<file path="src/rtl/spi_regfile_pkg.sv">
// Shared types and helpers for the SPI register-file target.
// Frame layout: R/W bit, address field, data field, MSB first.
package spi_regfile_pkg;

  localparam logic OP_WRITE = 1'b1;
  localparam logic OP_READ  = 1'b0;

  typedef enum logic [1:0] {
    IDLE,
    SHIFT,
    READ_OUT
  } state_e;

  function automatic int frame_w(input int addr_w, input int data_w);
    return 1 + addr_w + data_w;
  endfunction

endpackage

</file>
<file path="src/rtl/spi_regfile_peripheral_sync_edge.sv">
// Two-flop synchroniser plus history flop for one async SPI pin.
// Emits the synchronised level and single-cycle rise/fall pulses.
module sync_edge (
  input  logic clk,
  input  logic rst,
  input  logic d_i,
  output logic s_o,
  output logic rise_o,
  output logic fall_o
);

  logic s1_q;
  logic s2_q;
  logic s3_q;

  // Metastability chain followed by a history flop for edge detection
  always_ff @(posedge clk) begin
    if (rst) begin
      s1_q <= 1'b0;
      s2_q <= 1'b0;
      s3_q <= 1'b0;
    end else begin
      s1_q <= d_i;
      s2_q <= s1_q;
      s3_q <= s2_q;
    end
  end

  assign s_o    = s2_q;
  assign rise_o = s2_q & ~s3_q;
  assign fall_o = ~s2_q & s3_q;

endmodule

</file>
<file path="src/rtl/spi_regfile_peripheral.sv">
// SPI mode-0 register-file target, oversampled in the clk domain.
// Write frames commit on ncs rise; read frames return data on cipo.
module spi_regfile_peripheral
  import spi_regfile_pkg::*;
#(
  parameter int                NUM_REGS  = 5,
  parameter int                DATA_W    = 8,
  parameter int                ADDR_W    = 7,
  parameter logic [DATA_W-1:0] RESET_VAL = '0
) (
  input  logic                       clk,
  input  logic                       rst,
  input  logic                       sclk,
  input  logic                       ncs,
  input  logic                       copi,
  output logic                       cipo,
  output logic                       cipo_oe,
  output logic [NUM_REGS*DATA_W-1:0] regs_out,
  output logic                       wr_strobe,
  output logic [ADDR_W-1:0]          wr_addr,
  output logic [DATA_W-1:0]          wr_data,
  output logic                       frame_err
);

  localparam int FRAME_W = frame_w(ADDR_W, DATA_W);
  localparam int CNT_W   = $clog2(FRAME_W + 2);

  localparam logic [CNT_W-1:0] CNT_FRAME = CNT_W'(FRAME_W);
  localparam logic [CNT_W-1:0] CNT_SAT   = CNT_W'(FRAME_W + 1);
  localparam logic [CNT_W-1:0] CNT_HDR   = CNT_W'(1 + ADDR_W);
  localparam logic [ADDR_W:0]  NREG      = (ADDR_W + 1)'(NUM_REGS);

  logic sclk_s, sclk_rise, sclk_fall;
  logic ncs_s, ncs_rise, ncs_fall;
  logic copi_s, copi_rise, copi_fall;

  sync_edge u_sclk (
    .clk    (clk),
    .rst    (rst),
    .d_i    (sclk),
    .s_o    (sclk_s),
    .rise_o (sclk_rise),
    .fall_o (sclk_fall)
  );

  sync_edge u_ncs (
    .clk    (clk),
    .rst    (rst),
    .d_i    (ncs),
    .s_o    (ncs_s),
    .rise_o (ncs_rise),
    .fall_o (ncs_fall)
  );

  sync_edge u_copi (
    .clk    (clk),
    .rst    (rst),
    .d_i    (copi),
    .s_o    (copi_s),
    .rise_o (copi_rise),
    .fall_o (copi_fall)
  );

  logic unused_sync;
  assign unused_sync = ^{sclk_s, ncs_s, copi_rise, copi_fall};

  state_e              state_q;
  logic [CNT_W-1:0]    cnt_q;
  logic [FRAME_W-1:0]  shift_q;
  logic [DATA_W-1:0]   rd_q;
  logic                armed_q;
  logic                wr_strobe_q;
  logic                frame_err_q;
  logic [ADDR_W-1:0]   wr_addr_q;
  logic [DATA_W-1:0]   wr_data_q;
  logic [DATA_W-1:0]   regs_q [NUM_REGS];

  logic [FRAME_W-1:0]  shift_d;
  logic [CNT_W-1:0]    cnt_d;
  logic [DATA_W-1:0]   rd_d;
  logic [ADDR_W-1:0]   f_addr;
  logic [DATA_W-1:0]   f_data;
  logic                frame_ok;
  logic                addr_ok;
  logic                do_wr;
  logic                do_err;

  // Next shift/count values and the commit decision for the open frame
  always_comb begin
    shift_d  = {shift_q[FRAME_W-2:0], copi_s};
    cnt_d    = (cnt_q == CNT_SAT) ? cnt_q : cnt_q + 1'b1;
    f_addr   = shift_q[DATA_W +: ADDR_W];
    f_data   = shift_q[DATA_W-1:0];
    frame_ok = (cnt_q == CNT_FRAME);
    addr_ok  = ({1'b0, f_addr} < NREG);
    do_wr    = ncs_rise & armed_q & (state_q == SHIFT) & frame_ok
             & (shift_q[FRAME_W-1] == OP_WRITE) & addr_ok;
    do_err   = ncs_rise & armed_q & (state_q != IDLE) & ~do_wr
             & ~((state_q == READ_OUT) & frame_ok);
  end

  // Read mux on the address just completed; out-of-range reads give 0
  always_comb begin
    rd_d = '0;
    for (int i = 0; i < NUM_REGS; i++) begin
      if (shift_d[ADDR_W-1:0] == ADDR_W'(i)) rd_d = regs_q[i];
    end
  end

  // Frame FSM: ncs edges take priority over any coincident sclk edge
  always_ff @(posedge clk) begin
    if (rst) begin
      state_q     <= IDLE;
      cnt_q       <= '0;
      shift_q     <= '0;
      rd_q        <= '0;
      armed_q     <= 1'b0;
      wr_strobe_q <= 1'b0;
      frame_err_q <= 1'b0;
      wr_addr_q   <= '0;
      wr_data_q   <= '0;
    end else begin
      wr_strobe_q <= do_wr;
      frame_err_q <= do_err;
      if (do_wr) begin
        wr_addr_q <= f_addr;
        wr_data_q <= f_data;
      end
      if (ncs_rise) begin
        state_q <= IDLE;
        armed_q <= 1'b1;
      end else if (ncs_fall) begin
        if (armed_q) begin
          state_q <= SHIFT;
          cnt_q   <= '0;
          shift_q <= '0;
        end
      end else if (sclk_rise) begin
        unique case (state_q)
          SHIFT: begin
            shift_q <= shift_d;
            cnt_q   <= cnt_d;
            if (cnt_d == CNT_HDR && shift_d[ADDR_W] == OP_READ) begin
              state_q <= READ_OUT;
              rd_q    <= rd_d;
            end
          end
          READ_OUT: cnt_q <= cnt_d;
          default: ;
        endcase
      end else if (sclk_fall && state_q == READ_OUT && cnt_q > CNT_HDR) begin
        // The fall right after the load keeps the MSB on the wire
        rd_q <= {rd_q[DATA_W-2:0], 1'b0};
      end
    end
  end

  // Register file, written only by a fully validated write frame
  always_ff @(posedge clk) begin
    if (rst) begin
      for (int i = 0; i < NUM_REGS; i++) regs_q[i] <= RESET_VAL;
    end else if (do_wr) begin
      for (int i = 0; i < NUM_REGS; i++) begin
        if (f_addr == ADDR_W'(i)) regs_q[i] <= f_data;
      end
    end
  end

  for (genvar g = 0; g < NUM_REGS; g++) begin : g_out
    assign regs_out[g*DATA_W +: DATA_W] = regs_q[g];
  end

  assign cipo_oe   = (state_q == READ_OUT);
  assign cipo      = cipo_oe & rd_q[DATA_W-1];
  assign wr_strobe = wr_strobe_q;
  assign wr_addr   = wr_addr_q;
  assign wr_data   = wr_data_q;
  assign frame_err = frame_err_q;

endmodule

</file>
<file path="config.mk">
export PLATFORM = sky130hd
export DESIGN_NAME = spi_regfile_peripheral
export DESIGN_NICKNAME = d
export VERILOG_FILES = /design/src/rtl/spi_regfile_pkg.sv /design/src/rtl/spi_regfile_peripheral_sync_edge.sv /design/src/rtl/spi_regfile_peripheral.sv
export SDC_FILE = /design/constraint.sdc
export NUM_CORES = 1
export LEC_CHECK = 0
export BUFFER_PORTS_ARGS = -buffer_cell sky130_fd_sc_hd__buf_2
export CORE_ASPECT_RATIO = 0.6
export CORE_MARGIN = 8
export CORE_UTILIZATION = 45
export CTS_BUF_LIST = sky130_fd_sc_hd__clkbuf_8
export DETAILED_ROUTE_END_ITERATION = 7
export GPL_ROUTABILITY_DRIVEN = 0
export PLACE_DENSITY = 0.73
export SLEW_MARGIN = 20
export SYNTH_ARGS = -nofsm -noshare
export SYNTH_HDL_FRONTEND = slang
export SYNTH_SLANG_ARGS = --single-unit
export TNS_END_PERCENT = 10
</file>
<file path="constraint.sdc">
create_clock -name clk -period 3.64 [get_ports clk]
set_input_delay 0.182 -clock clk [delete_from_list [all_inputs] [get_ports clk]]
set_output_delay 0.182 -clock clk [all_outputs]
set_load 0.02 [all_outputs]
</file>
# Word level (Yosys, flattened, before mapping)
# Memory sizes are Yosys's and may differ from the RTL's.
# Cells that the tools add are included.
# W data, S select, Z words.
# word_totals
ff_bits,57
ramBits,40
input_bits,5
output_inout_bits,59
word_cells,132
mem_count,1
# memory_table
name,depth,width,rd,rd_clocked_by_memory_dff,write_ports,line,source
regs_q,5,8,5,0,5,spi_regfile_peripheral.sv:76,logic [DATA_W-1:0] regs_q [NUM_REGS];
# classes
n_addsub,1
n_lt_le_gt_ge,2
n_eq_ne,16
mux,50
bitwise,28
reduce_logical,17
# ops
cell,count
$mux W8,14
$mux W16,4
$eq A7 B2 Y1 const B,4
$mux W5,5
$mux W1,22
$and A1 B1 Y1,14
$eq A7 B1 Y1 const B,2
$eq A7 B3 Y1 const B,2
$logic_not A7 Y1,2
$reduce_and A4 Y1,3
$reduce_bool A2 Y1,6
$eq A5 B5 Y1 const B,2
$mux W2,5
$not A1 Y1,9
$lt A7 B3 Y1 const B,1
$ne A2 B1 Y1 const B,3
$add A5 B1 Y5 const B,1
$eq A5 B4 Y1 const B,1
$gt A5 B4 Y1 const B,1
$or A1 B1 Y1,5
$reduce_and A5 Y1,1
$reduce_or A2 Y1,2
$logic_and A1 B1 Y1,3
$eq A2 B1 Y1 const B,1
$eq A2 B2 Y1 const B,1

# Depth between registers and ports, before layout
# depth
depth_word,11
ltp_mapped,9
ltp_nobuf,7

# Cells and area by module
# From an unflattened synthesis, not the netlist that was laid out.
# hier_totals
hier_cells,373
area_unflattened_um2,4100.2
# modules_own_cells
module,instances,cells_each,area_each_um2,seq_area_each_um2
spi_regfile_peripheral,1,349,3826.2,2182.1
sync_edge,3,8,91.3,60.1

# Worst setup path after synthesis
# OpenSTA, ideal clock, no wires.
# synth_timing
path_kind,flip-flop to flip-flop
from,register cnt_q[0]
to,memory regs_q[4][0] (netlist: regs_q[0][32]) (enable)
setup_time_ns,0.398
arrival_time_ns,2.186
required_time_ns,3.242
setup_slack_ns,1.057
path_stages_with_launch,7
path_buffers,0
synth_period_minus_slack_ns,2.583
cell_sequence,dfxtp_1 inv_1 ha_1 nand2b_1 nor3b_1 nand4_1 o41ai_1
# synth_rtl
element,line,source
from (decl),spi_regfile_peripheral.sv:68,logic [CNT_W-1:0] cnt_q;
from (signal assigned),spi_regfile_peripheral.sv:142,cnt_q <= cnt_d;
from (signal assigned),spi_regfile_peripheral.sv:148,READ_OUT: cnt_q <= cnt_d;
to (decl),spi_regfile_peripheral.sv:76,

==> summary.md <==
| Metric | Value |
|---|---|
| Status | finished, final reports clean |
| Sw power | 0.440 mW |
| Dominant cell type by area after synthesis | edfxtp_1 |
| Multi-input combinational cell area | 1560 sq um |
| Area Growth Syn to Fin | 15.1% |
| Leakage power | 1.72 nW |
| Final worst slack | 1.10 ns |
| Kind of start point of the critical path | flip-flop |
| Top fanout value on the critical path | 14 |
| Floorplan core area | 8590 sq um |
| Cts repair resizes | 0 |
| Row Count | 26 |
| Share of the core filled with cells | 53.8% |
| Most instantiated cells after synthesis | dfxtp_1 (57), nand2_1 (50), a21oi_1 (48) |
| Aggregate routed wire length | 9.84 mm |
| Share of synthesized registers carrying an async set or reset | 0% |
| Clock Root Buffer | clkbuf_8 |
| Fraction of final layout cells with drive strength greater than 1 | 21.3% |
| Count of hold buffers inserted by post-cts repair | 0 |
| Num CTS Buffers | 9 |
| Fraction of the yosys area taken by sequential cells | 58.3% |
| Post-route DRC | 0 |
| Via count of the routed design | 3133 |
| X dimension of the die | 138 um |
| Clock network fraction of total power | 37.4% |
| Least-Margin Pin Slew | 0.881 ns |
| # port buffers | 63 |
| Drt wl/cell | between 15 and 20 um |
| Clock tree from TritonCTS | done |
| Synthesis-stage register bit count | 97 |
| H-tree depth | 3 |
| Sequential cell area in the final layout | 2340 sq um |
| Unique cell type count in the Yosys netlist | 48 |
| Detail Route Antenna Nets | 0 |
| Mapped Area | around 4000 sq um |
| Starting Density | 46.8% |
| Synthesized net count | 394 |
| Post-Route Skew | 0.00732 ns |
| Most frequent cell after synthesis | dfxtp_1 |
| Final setup TNS | 0 ns |
| Later-pin clock latency in the skew report | 0.37 ns |
| Area share of the leading cell type in the synthesized netlist | roughly 30% |
| Endpoint class of the critical path | flip-flop |
| Maximum number of pins on one net before global-route repair | 36 |
| Avg Inst Size Synth | 10.5 sq um |
| Pre-CTS worst setup slack | roughly 1.1 ns |
| Total iterations of the first detailed-routing run | 5 |
| Tightest hold margin | 0.0233 ns |
| Detailed Place HPWL | approximately 7.2 mm |
| Most used flip-flop cell after synthesis | dfxtp_1 |
| First-pass GRT wire length | approximately 16 mm |
| Sequential Power Share | 58.0% |
| Power Dens Cells | roughly 430 nW/um^2 |
| RSZ-0062 raised after global routing | false |
| Number of buffers added for setup after CTS | 0 |
| Count of antenna diodes in the layout | 0 |
| Top area cells in the synthesized netlist | edfxtp_1 (30%), dfxtp_1 (28%), a21oi_1 (6.0%), nand2_1 (4.7%), mux4_2 (3.9%) |
| Worst hold-check path type | in2reg |
| Area of all placed cells without fillers | 4620 sq um |
| Critical path data required time | between 3 and 4 ns |
| Time the final worst path needs with I/O delays and setup | 2.54 ns |
| Period utilisation layout | 69.7% |
| Number of DRC markers after the initial detailed-route iteration | 271 |
| Top-level I/O count | 64 |
| Count of flip-flops with a built-in enable after synthesis | 40 |
| Filler Cell Count | approximately 770 |
| Proportion of total power due to net switching | 22.0% |
| Die boundary height | 89.2 um |
| Final #Nets | 448 |
| Clk sinks | 97 |
| Worst-case clock buffer depth | 2 |
| Post-synthesis instance total | 383 |
| Number of global-route vias before repair | 2953 |
| DIE AREA | around 12000 sq um |
| Routed via count divided by cell count | 5.66 |
| Initial antenna violation count | 0 |
| GRT Resource Usage Total | between 10% and 20% |
| Pint | 1.56 mW |
| Final max-slew violation count | 0 |
| Maximum resistive drop on vdd | 0.000273 V |
| Endpoints failing hold | 0 |
| Critical path data arrival time | 2.56 ns |
| Worst setup path class | reg2reg |
| Worst relative slew slack | between 40% and 50% |
| Maximum clock rate | between 300 and 400 MHz |
| Area after detailed placement | between 4000 and 5000 sq um |
| Clock slew at the register clock pins of the worst setup and hold paths | 0.09 ns |
| Count of yosys warnings during synthesis | 0 |
| Combinational cell fraction of total power | 4.6% |
| Count of final setup violators | 0 |
| Maxcap violations | 0 |
| Global route total overflow | 0 |
sequential cells by signal (all words and copies together), names as in the netlist:
name,count
armed_q,1
cnt_q,5
frame_err,1
rd_q,8
regs_q,40
shift_q,16
state_q,2
u_copi.s1_q,1
u_copi.s_o,1
u_ncs.s1_q,1
u_ncs.s3_q,1
u_ncs.s_o,1
u_sclk.s1_q,1
u_sclk.s3_q,1
u_sclk.s_o,1
wr_addr,7
wr_data,8
wr_strobe,1
cell usage in the layout (no fill, tap or decap), types with 3 or more instances in the layout:
cell and instances:
a21oi_1 48, and2_1 10, and3_1 6, buf_2 63, buf_4 3, clkbuf_8 9
dfxtp_1 57, edfxtp_1 40, ha_1 6, inv_1 6, mux4_2 7, nand2_1 50
nand2b_1 3, nand3_1 28, nor2_1 22, nor2b_1 13, nor3_1 5, nor3b_1 3
o21ai_0 4, o21ai_1 9, o31ai_1 7, or3_1 3
logic make-up (layout without fill, tap and decap cells):
| family | count (synthesis) | after routing | synth area share [%] |
|---|---|---|---|
| AOI/OAI and AO/OA | 80 | 80 | 11.3 |
| adders and majority gates | 6 | 6 | 1.87 |
| muxes | 11 | 11 | 4.98 |
| buffers and inverters | 29 | 88 | 2.99 |
| and+or+nand+nor | 158 | 158 | 20.1 |
| xor gates and xnor gates | 2 | 2 | 0.436 |
| DFF | 97 | 97 | 58.3 |
critical path: stages (launching register included):
cell and delay [ns]:
dfxtp_1 0.38, inv_1 0.08, ha_1 0.14, nand2b_1 0.08, nor3b_1 0.46, and4_1 0.57, nand3_1 0.13, nand2_1 0.34
worst paths after layout:
check / from / slack (ns) / to / cells after the start
max reg2reg: cnt_q[0] / 1.10 / regs_q[0][10] / 7
min reg2reg: u_ncs.s1_q / 0.45 / u_ncs.s_o / 1
min: ncs / 0.02 / u_ncs.s1_q / 2
max: cnt_q[0] / 1.10 / regs_q[0][10] / 7
cell type report:
class	instances	share of cell area [%]
Clock buffer	9	2.68
Clock inverter	7	2.03
Inverter	6	0.487
Multi-Input combinational cell	257	33.8
Sequential cell	97	50.7
Tap cell	112	3.03
Timing Repair Buffer	66	7.31
power groups by stage:
stage	combinational, mW	clock [mW]	sequential, mW
after detailed placement	0.0918	0	1.19
after global placement	0.0910	0	1.19
after global routing	0.0979	0.814	1.16
final	0.0914	0.750	1.16
after CTS	0.0921	0.773	1.16
after floorplan	0.0419	0	1.20
through the flow:
stage	power, mW	cells
final	2.00	554
after global routing	2.08	554
after CTS	2.03	554
after detailed placement	1.28	538
after global placement	1.28	538
after floorplan	1.24	383
per-layer routing:
layer	vias up	global-route usage, %	wire [um]
met1	1513	22.7	4670
met3	11	5.22	858
met4	0	4.75	95
met2	125	24.4	4220
li1	1484	-	-
met5	-	0	0
Power figures use the tool's default switching activity.
